File: src/rtl/fetch_pkg.sv
// Shared types and constants for the instruction fetch unit.
package fetch_pkg;

  typedef enum logic [1:0] {
    IDLE = 2'd0,
    REQ  = 2'd1,
    HOLD = 2'd2
  } fetch_state_t;

  localparam int         INSTR_BYTES = 4;
  localparam logic [1:0] ALIGN_MASK  = 2'b11;

endpackage

File: src/rtl/fetch_next_pc.sv
// Combinational next-PC select: redirect > increment > hold, with target
// word-alignment and misaligned-target detection.
module fetch_next_pc
  import fetch_pkg::*;
#(
  parameter int ADDR_WIDTH = 12
) (
  input  logic                  hold,
  input  logic                  increment,
  input  logic                  redirect,
  input  logic [ADDR_WIDTH-1:0] current_address,
  input  logic [ADDR_WIDTH-1:0] target,
  output logic [ADDR_WIDTH-1:0] next_address,
  output logic                  misaligned
);

  localparam logic [ADDR_WIDTH-1:0] LOW_MASK = ADDR_WIDTH'(ALIGN_MASK);
  localparam logic [ADDR_WIDTH-1:0] STEP     = ADDR_WIDTH'(INSTR_BYTES);

  always_comb begin
    next_address = current_address;
    misaligned   = 1'b0;
    if (redirect) begin
      next_address = target & ~LOW_MASK;
      misaligned   = |(target & LOW_MASK);
    end else if (increment) begin
      // Wraps modulo 2^ADDR_WIDTH by truncation.
      next_address = current_address + STEP;
    end else if (hold) begin
      next_address = current_address;
    end
  end

endmodule

File: src/rtl/instruction_fetch_unit.sv
// Fetch FSM: requests the word at the current PC, hands it to decode and
// chooses the next PC (hold, +4, or a branch/jump redirect).
//
// state | meaning
// IDLE  | first cycle after reset; a pending/incoming redirect may load the PC
// REQ   | imem_req high at current_address, waiting for imem_ack
// HOLD  | instr_valid high, waiting for decode to accept or a redirect
module instruction_fetch_unit
  import fetch_pkg::*;
#(
  parameter int ADDR_WIDTH = 12,
  parameter int DATA_WIDTH = 32
) (
  input  logic                  clk,
  input  logic                  rst,
  input  logic [ADDR_WIDTH-1:0] current_address,
  output logic [ADDR_WIDTH-1:0] next_address,
  output logic                  imem_req,
  output logic [ADDR_WIDTH-1:0] imem_addr,
  input  logic                  imem_ack,
  input  logic [DATA_WIDTH-1:0] imem_rdata,
  output logic [DATA_WIDTH-1:0] instr,
  output logic                  instr_valid,
  input  logic                  instr_ready,
  input  logic                  redirect_valid,
  input  logic [ADDR_WIDTH-1:0] redirect_target,
  output logic                  misaligned_fault
);

  fetch_state_t          state_q;
  logic                  imem_req_q;
  logic [DATA_WIDTH-1:0] instr_q;
  logic                  instr_valid_q;
  logic                  fault_q;
  logic                  pend_q;
  logic [ADDR_WIDTH-1:0] pend_tgt_q;

  logic                  take_redirect;
  logic                  increment;
  logic                  hold;
  logic [ADDR_WIDTH-1:0] target_sel;
  logic                  fault_d;

  // A live redirect is newer than anything pending, so it wins.
  assign target_sel = redirect_valid ? redirect_target : pend_tgt_q;

  always_comb begin
    take_redirect = 1'b0;
    increment     = 1'b0;
    case (state_q)
      IDLE: take_redirect = redirect_valid | pend_q;
      REQ:  take_redirect = imem_ack & (redirect_valid | pend_q);
      HOLD: begin
        take_redirect = redirect_valid;
        increment     = instr_valid_q & instr_ready & ~redirect_valid;
      end
      default: ;
    endcase
  end

  assign hold = ~take_redirect & ~increment;

  fetch_next_pc #(
    .ADDR_WIDTH(ADDR_WIDTH)
  ) u_next_pc (
    .hold           (hold),
    .increment      (increment),
    .redirect       (take_redirect),
    .current_address(current_address),
    .target         (target_sel),
    .next_address   (next_address),
    .misaligned     (fault_d)
  );

  always_ff @(posedge clk or posedge rst) begin
    if (rst) begin
      state_q       <= IDLE;
      imem_req_q    <= 1'b0;
      instr_q       <= '0;
      instr_valid_q <= 1'b0;
      fault_q       <= 1'b0;
      pend_q        <= 1'b0;
      pend_tgt_q    <= '0;
    end else begin
      fault_q <= fault_d;

      // Outstanding requests are never cancelled; a redirect waits for ack.
      if (take_redirect) begin
        pend_q <= 1'b0;
      end else if (state_q == REQ && redirect_valid) begin
        pend_q     <= 1'b1;
        pend_tgt_q <= redirect_target;
      end

      case (state_q)
        IDLE: begin
          state_q    <= REQ;
          imem_req_q <= 1'b1;
        end
        REQ: begin
          if (imem_ack && !take_redirect) begin
            instr_q       <= imem_rdata;
            instr_valid_q <= 1'b1;
            imem_req_q    <= 1'b0;
            state_q       <= HOLD;
          end
        end
        HOLD: begin
          if (take_redirect || increment) begin
            instr_valid_q <= 1'b0;
            imem_req_q    <= 1'b1;
            state_q       <= REQ;
          end
        end
        default: begin
          state_q    <= IDLE;
          imem_req_q <= 1'b0;
        end
      endcase
    end
  end

  assign imem_req         = imem_req_q;
  assign imem_addr        = current_address;
  assign instr            = instr_q;
  assign instr_valid      = instr_valid_q;
  assign misaligned_fault = fault_q;

endmodule

File: config.mk
export PLATFORM = sky130hd
export DESIGN_NAME = instruction_fetch_unit
export DESIGN_NICKNAME = d
export VERILOG_FILES = /design/src/rtl/fetch_pkg.sv /design/src/rtl/fetch_next_pc.sv /design/src/rtl/instruction_fetch_unit.sv
export SDC_FILE = /design/constraint.sdc
export NUM_CORES = 1
export LEC_CHECK = 0
export CAP_MARGIN = 10
export CORE_MARGIN = 10
export CORE_UTILIZATION = 41
export DETAILED_ROUTE_END_ITERATION = 12
export HOLD_SLACK_MARGIN = 0.05
export PLACE_DENSITY = 0.84
export SLEW_MARGIN = 20
export SYNTH_ARGS = -nofsm -noshare
export SYNTH_HDL_FRONTEND = slang
export SYNTH_SLANG_ARGS = --single-unit
File: constraint.sdc
create_clock -name clk -period 2.35 [get_ports clk]
set_clock_uncertainty 0.15 [all_clocks]
set_input_delay 0.235 -clock clk [delete_from_list [all_inputs] [get_ports clk]]
set_output_delay 0.235 -clock clk [all_outputs]
set_load 0.05 [all_outputs]
==> results of run 1 <==
## metrics by stage
| step | setup TNS, ps | power [W] | hold slack, ps | util [%] | setup slack, ps |
|---|---|---|---|---|---|
| 5_1_grt | -196 | 0.00610 | 182 | 70.5 | -96.1 |
| 3_5_place_dp | -39.3 | 0.00522 | 338 | 66.9 | -39.3 |
| 4_1_cts | -31.7 | 0.00587 | 163 | 69.2 | -19.0 |
| 3_3_place_gp | -34.1 | 0.00516 | 331 | 66.9 | -34.1 |
| 2_1_floorplan | -64.5 | 0.00379 | 237 | - | -42.1 |
| 6_report | -32.8 | 0.00585 | 139 | 70.5 | -32.8 |
## repair_timing
action | CTS | global route
resized for setup | 4 | 12
buffers inserted | 1 | 1
pin swaps | 2 | 5
hold buffers | 0 | 0
endpoints found under the hold margin | 0 | 0
setup endpoints to repair | 9 | 10
## worst max path at each step
stage | start | to | slack [ps] | cells after the start
CTS | imem_req | next_address[3] | -20 | 6
global route | imem_req | next_address[9] | -100 | 6
floorplan | imem_req | next_address[10] | -40 | 5
finish | imem_req | next_address[9] | -30 | 6
detailed placement | instr_ready | next_address[11] | -40 | 6
global placement | current_address[5] | next_address[11] | -30 | 6
## cell families after synthesis
| family | Yosys count |
|---|---|
| multiplexers | 47 |
| XOR/XNOR | 7 |
| AND/OR/NAND/NOR | 42 |
| adder cells (fa/ha/maj) | 1 |
| AO/OA/AOI/OAI | 30 |
| flip-flops | 49 |
| buffers and inverters | 26 |
## flip-flops by register name, indices dropped and copies added (netlist names)
signal and count:
instr 32, pend_tgt_q 12, imem_req 1, instr_valid 1
misaligned_fault 1, pend_q 1, state_q 1
## cell type report
type                            count  area (um^2)
Multi-Input combinational cell    127         1200
Fill cell                         409         1730
Timing Repair Buffer              137         1470
Tap cell                           75         93.8
Sequential cell                    49         1230
Inverter                            3         11.3
Clock inverter                      2         37.5
Clock buffer                        6         82.6
## power by group
group	internal [W]	leakage, nW	total (W)	switching, W
Combinational	0.00157	1.03	0.00372	0.00216
Clock	0.000346	0.0574	0.000628	0.000282
Sequential	0.00127	0.579	0.00150	0.000225
Total	0.00319	1.67	0.00585	0.00266
## per-layer routing
metal  wire [um]  share of wire (%)  up-vias
met4          32               0.46        0
met1        2830                 41      966
li1            -                  -      961
met5           0                  0        -
met2        3430                 49       80
met3         679                9.7        3
## Yosys cell counts, drive strengths merged
library cell,count
a211oi,10
a21o,3
a21oi,9
a221oi,1
a2bb2oi,1
a311oi,1
a31oi,1
and2,3
and2b,1
and3,1
and4,1
and4bb,1
buf,18
clkbuf,5
dfrtp,49
ha,1
inv,3
mux2,44
mux2i,3
nand2,2
nand2b,1
nand3,3
nand3b,1
nand4,1
nand4b,2
nor2,5
nor2b,9
nor3,5
nor3b,1
nor4,2
o21ai,2
o2bb2ai,1
o31ai,1
or2,1
or3,1
or4,1
xnor2,7
## critical path, cell delays in order, from the launching register on
cell      delay [ps]
dfrtp_2          420
nand4b_4         170
buf_4            160
nor4_1           410
xnor2_1          170
a21oi_2          210
buf_12           160
==> impl_metrics.yaml, run 1 <==
outcome:
  run_status: "finished, violations left"
  violations: "setup timing"
finish:
  syn_to_final_growth_pct: 68.1
  drive_above_1_share_pct: 35.5
  layout.cells.most_common: "clkdlybuf4s50_1"
  n_antenna_cell: 0
  fin_area_mm2: 0.00412
  fin_cells: 399
  final_cell_mix: "clkdlybuf4s50_1 (98), dfrtp_1 (46), mux2_2 (44), buf_4 (21), buf_12 (15)"
  nets: 385
clock_tree:
  clockRootBuffer: "clkbuf_8"
  clk_pin_slew_ps: 90
  h-tree-depth: 2
  clk_path_buf_depth: 2
  cts_made_buffers: 5
  cts_sinks: 49
  cts_tree: "yes"
  worst_skew_pair.late_latency_ps: 300
detailed_routing:
  vias: 2010
  wire_per_inst_um: 17.5
  dr.pass1.iters: 4
  drt_iter0_markers: 50
  vias_per_cell: 5.04
  drc: 0
  routed_wl_mm: 6.97
  ant_nets: 0
worst_setup_path:
  r2r-start: "imem_req"
  path_max_fanout: 4
  arrival_ps: 2000
  end_kind: "output port"
  worstSetupPathType: "register to output port"
  ff2ff_setup_slack_ps: 570
  reg2reg_depth: 7
  worstPathRequired_ps: 1970
  cp-start-kind: "register"
  rr_endpoint: "state_q[1]"
yosys:
  synth_top_family_by_area: "multiplexers"
  syn_nets: 264
  synth_cell_type_count: 40
  syn_avg_cell_area_um2: 12.1
  synth-simple-area-share_pct: 11.0
  yosysWarnings: 0
  yosysTopAreaCellShare_pct: 50.0
  synth_seq_cells: 49
  synthAdderAreaFrac_pct: 0.510
  synth_area_mm2: 0.00245
  synthMuxAreaShare_pct: 21.4
  syn_inst: 202
  synth_xor_area_share_pct: 2.50
  synth_compound_area_share_pct: 8.21
  ys_seq_area_share_pct: 50.0
  synth_top_cell_by_area: "dfrtp_1"
  synthTopCellsByArea: "dfrtp_1 (50%), mux2_2 (20%), buf_4 (3.7%), a211oi_1 (3.1%), xnor2_1 (2.5%)"
die:
  initial_core_util_pct: 41.9
  fp.coreArea_mm2: 0.00585
  pin_count: 120
  dieWidth_um: 97.3
  die_h_um: 97.3
  die_area_mm2: 0.00948
  row_count: 28
place:
  place_area_mm2: 0.00391
  dp_hpwl_mm: 5.44
  numPlacedInstances: 389
  place_congestion: 0.795
  port_buffers: 119
hold_path:
  worstHoldPathType: "input port to async pin"
timing:
  slew_viol_final: 0
  period_needed_ps: 2380
  rsz0062_at_grt: "yes"
  worst_pin_slew_ps: 530
  final-hold-violation-count: 0
  final.setup.worst_slack_ps: -32.8
  fmax_mhz: 420
  setup_violations: 1
  max-slew-margin-rel_pct: 64.5
  fin_crit_sh_pct: 101
grt:
  grt_util_met3_pct: 6.47
  use_met2_pct: 22.6
  grt_usage_pct: 13.6
  grt_start_max_net_pins: 34
  grt_pass1_vias: 2049
  grt_pass1_wl_mm: 10.6
  busiest_layer: "met2"
  gr-usage-met1_pct: 15.4
  grt_remaining_overflow: 0
  antenna_found_initial: 0
power:
  powerDensity_mw_per_mm2: 1420
  p_leak_nw: 1.67
  ir_drop_uv: 926
flow_run:
  drv_cap: 0
Note: power is estimated with default switching activity, not from simulation.
==> inputs of run 2 (changes only) <==
Clock period 2.35 ns to 2.69 ns, I/O delays scaled along.
==> run 2 against run 1 <==
The run now ends clean. First-iteration DRC count up 14%. Critical endpoint is now next_address[11]. Hold slack gained 170 ps. Total power is 17% lower. Largest cell class unchanged. Cell count decreased by 2.3%. Die area unchanged. Combinational power down 15%. Clock-buffer cell count increased by 1.
==> impl_metrics.yaml, run 2 (synthesis results as in run 1) <==
worst_setup_path:
  r2r-start: "imem_req"
  cp_top_family: "simple AND/OR/NAND/NOR gates"
  critPathBufInv: 2
  end_kind: "output port"
  cpMaxStageDelayCell: "clkdlybuf4s50_1"
  arrival_ps: 2170
  path_max_fanout: 5
  crit_start: "instr_ready"
  worstPathRequired_ps: 2270
  worstSetupPathType: "input port to output port"
  cp-start-kind: "input port"
  crit_path_max_incr_delay_ps: 560
  crit_chain: "clkdlybuf4s50_1, nand4b_4, or2_0, or4_4, a31oi_4, buf_12"
die:
  fp.coreArea_mm2: 0.00585
  dieWidth_um: 97.3
  die_h_um: 97.3
  initial_core_util_pct: 41.9
  row_count: 28
  die_area_mm2: 0.00948
  pin_count: 120
finish:
  syn_to_final_growth_pct: 59.8
  fillers: 452
  layout.cells.most_common: "clkdlybuf4s50_1"
  nets: 377
  regArea_mm2: 0.00123
  fin_area_mm2: 0.00392
  n_antenna_cell: 0
  multi_input_area_mm2: 0.00110
  largest_register_ffs: 32
  final_cell_mix: "clkdlybuf4s50_1 (107), dfrtp_1 (48), mux2_2 (44), buf_12 (13), a211oi_1 (10)"
  drive_above_1_share_pct: 25.1
timing:
  fmax_mhz: 387
  period_needed_ps: 2590
  max-slew-margin-rel_pct: 58.7
  fin_crit_sh_pct: 96.1
  setup_violations: 0
  final-hold-violation-count: 0
  worst_pin_slew_ps: 620
  rsz0062_at_grt: "no"
  slew_viol_final: 0
  tns_ps: 0
detailed_routing:
  drc: 0
  vias: 2010
  ant_nets: 0
  wire_per_inst_um: 17.9
  dr.pass1.iters: 4
  drt_iter0_markers: 57
  vias_per_cell: 5.15
  routed_wl_mm: 6.97
grt:
  grt_pass1_wl_mm: 11.2
  grt_start_max_net_pins: 50
  grt_remaining_overflow: 0
  grt_usage_pct: 14.2
  antenna_found_initial: 0
  grt_pass1_vias: 2078
outcome:
  run_status: "finished, final reports clean"
clock_tree:
  cts-resized-gates: 0
  clk_path_buf_depth: 2
  cts_sinks: 49
  post-cts-setup-buffers: 0
  clk_pin_slew_ps: 80
  cts_tree: "yes"
  worst_skew_pair.late_latency_ps: 280
  cts_made_buffers: 5
  h-tree-depth: 2
  ctsHoldBuffers: 0
  clockRootBuffer: "clkbuf_8"
place:
  place_area_mm2: 0.00383
  place_congestion: 0.810
  port_buffers: 119
  dp_hpwl_mm: 5.52
power:
  p_leak_nw: 1.57
  powerDensity_mw_per_mm2: 1240
  ir_drop_uv: 841
flow_run:
  drv_cap: 0
hold_path:
  worstHoldPathType: "input port to async pin"
run 2: cell count changes in the layout (fill, tap and decap cells not counted), sizes merged:
cell	before	now
clkinvlp	1	0
clkdlybuf4s50	98	107
buf	38	22
dlygate4sd2	1	0
bufinv	1	0
clkbuf	6	7
run 2: worst paths after layout:
| check | depth (start not counted) | slack [ps] | endpoint |
|---|---|---|---|
| worst max-delay path | 6 | 100 | next_address[11] |
| worst min-delay path | 3 | 310 | pend_tgt_q[1] |
| worst max register to register | 5 | 980 | state_q[1] |
| worst min register to register | 1 | 350 | pend_tgt_q[7] |
| max in group asynchronous | 3 | 1640 | state_q[1] |
| min in group clk | 1 | 350 | pend_tgt_q[7] |
run 2: worst min-delay path: stages:
cell             delay, ps
clkdlybuf4s50_1        410
inv_2                   50
buf_4                  490
run 2: layer usage:
metal	GRT usage, %	wire (um)	share of wire, %
met1	15.6	2600	37
met5	0	0	0
met3	6.69	681	9.8
met4	2.80	51	0.73
met2	24.5	3640	52
run 2: per-stage QoR:
step	setup slack [ps]	hold WS, ps	utilization (%)	instances	power (W)
2_1_floorplan	97.6	271	-	202	0.00328
6_report	104	309	67.0	390	0.00488
5_1_grt	23.1	369	67.0	390	0.00512
3_5_place_dp	65.5	337	65.4	383	0.00450
3_3_place_gp	124	328	65.4	383	0.00443
4_1_cts	58.1	324	66.9	390	0.00493
run 2: final cells by class:
class	count	share of cell area, %
clock buffers	7	2.20
inverters	3	0.287
multi-input cells	127	28.1
flip-flops and latches	49	31.3
well taps	75	2.39
repair buffers	129	35.7
run 2: power by group:
part / switching [W] / internal, W / total (W)
registers: 0.000197 / 0.00111 / 0.00131
clock network: 0.000215 / 0.000204 / 0.000419
logic: 0.00185 / 0.00130 / 0.00315
==> inputs of run 3 (changes only) <==
Settings changed: CAP_MARGIN 10 to default.
==> results of run 3 <==
The final DEF is identical to that of run 2; final timing and power are the same.
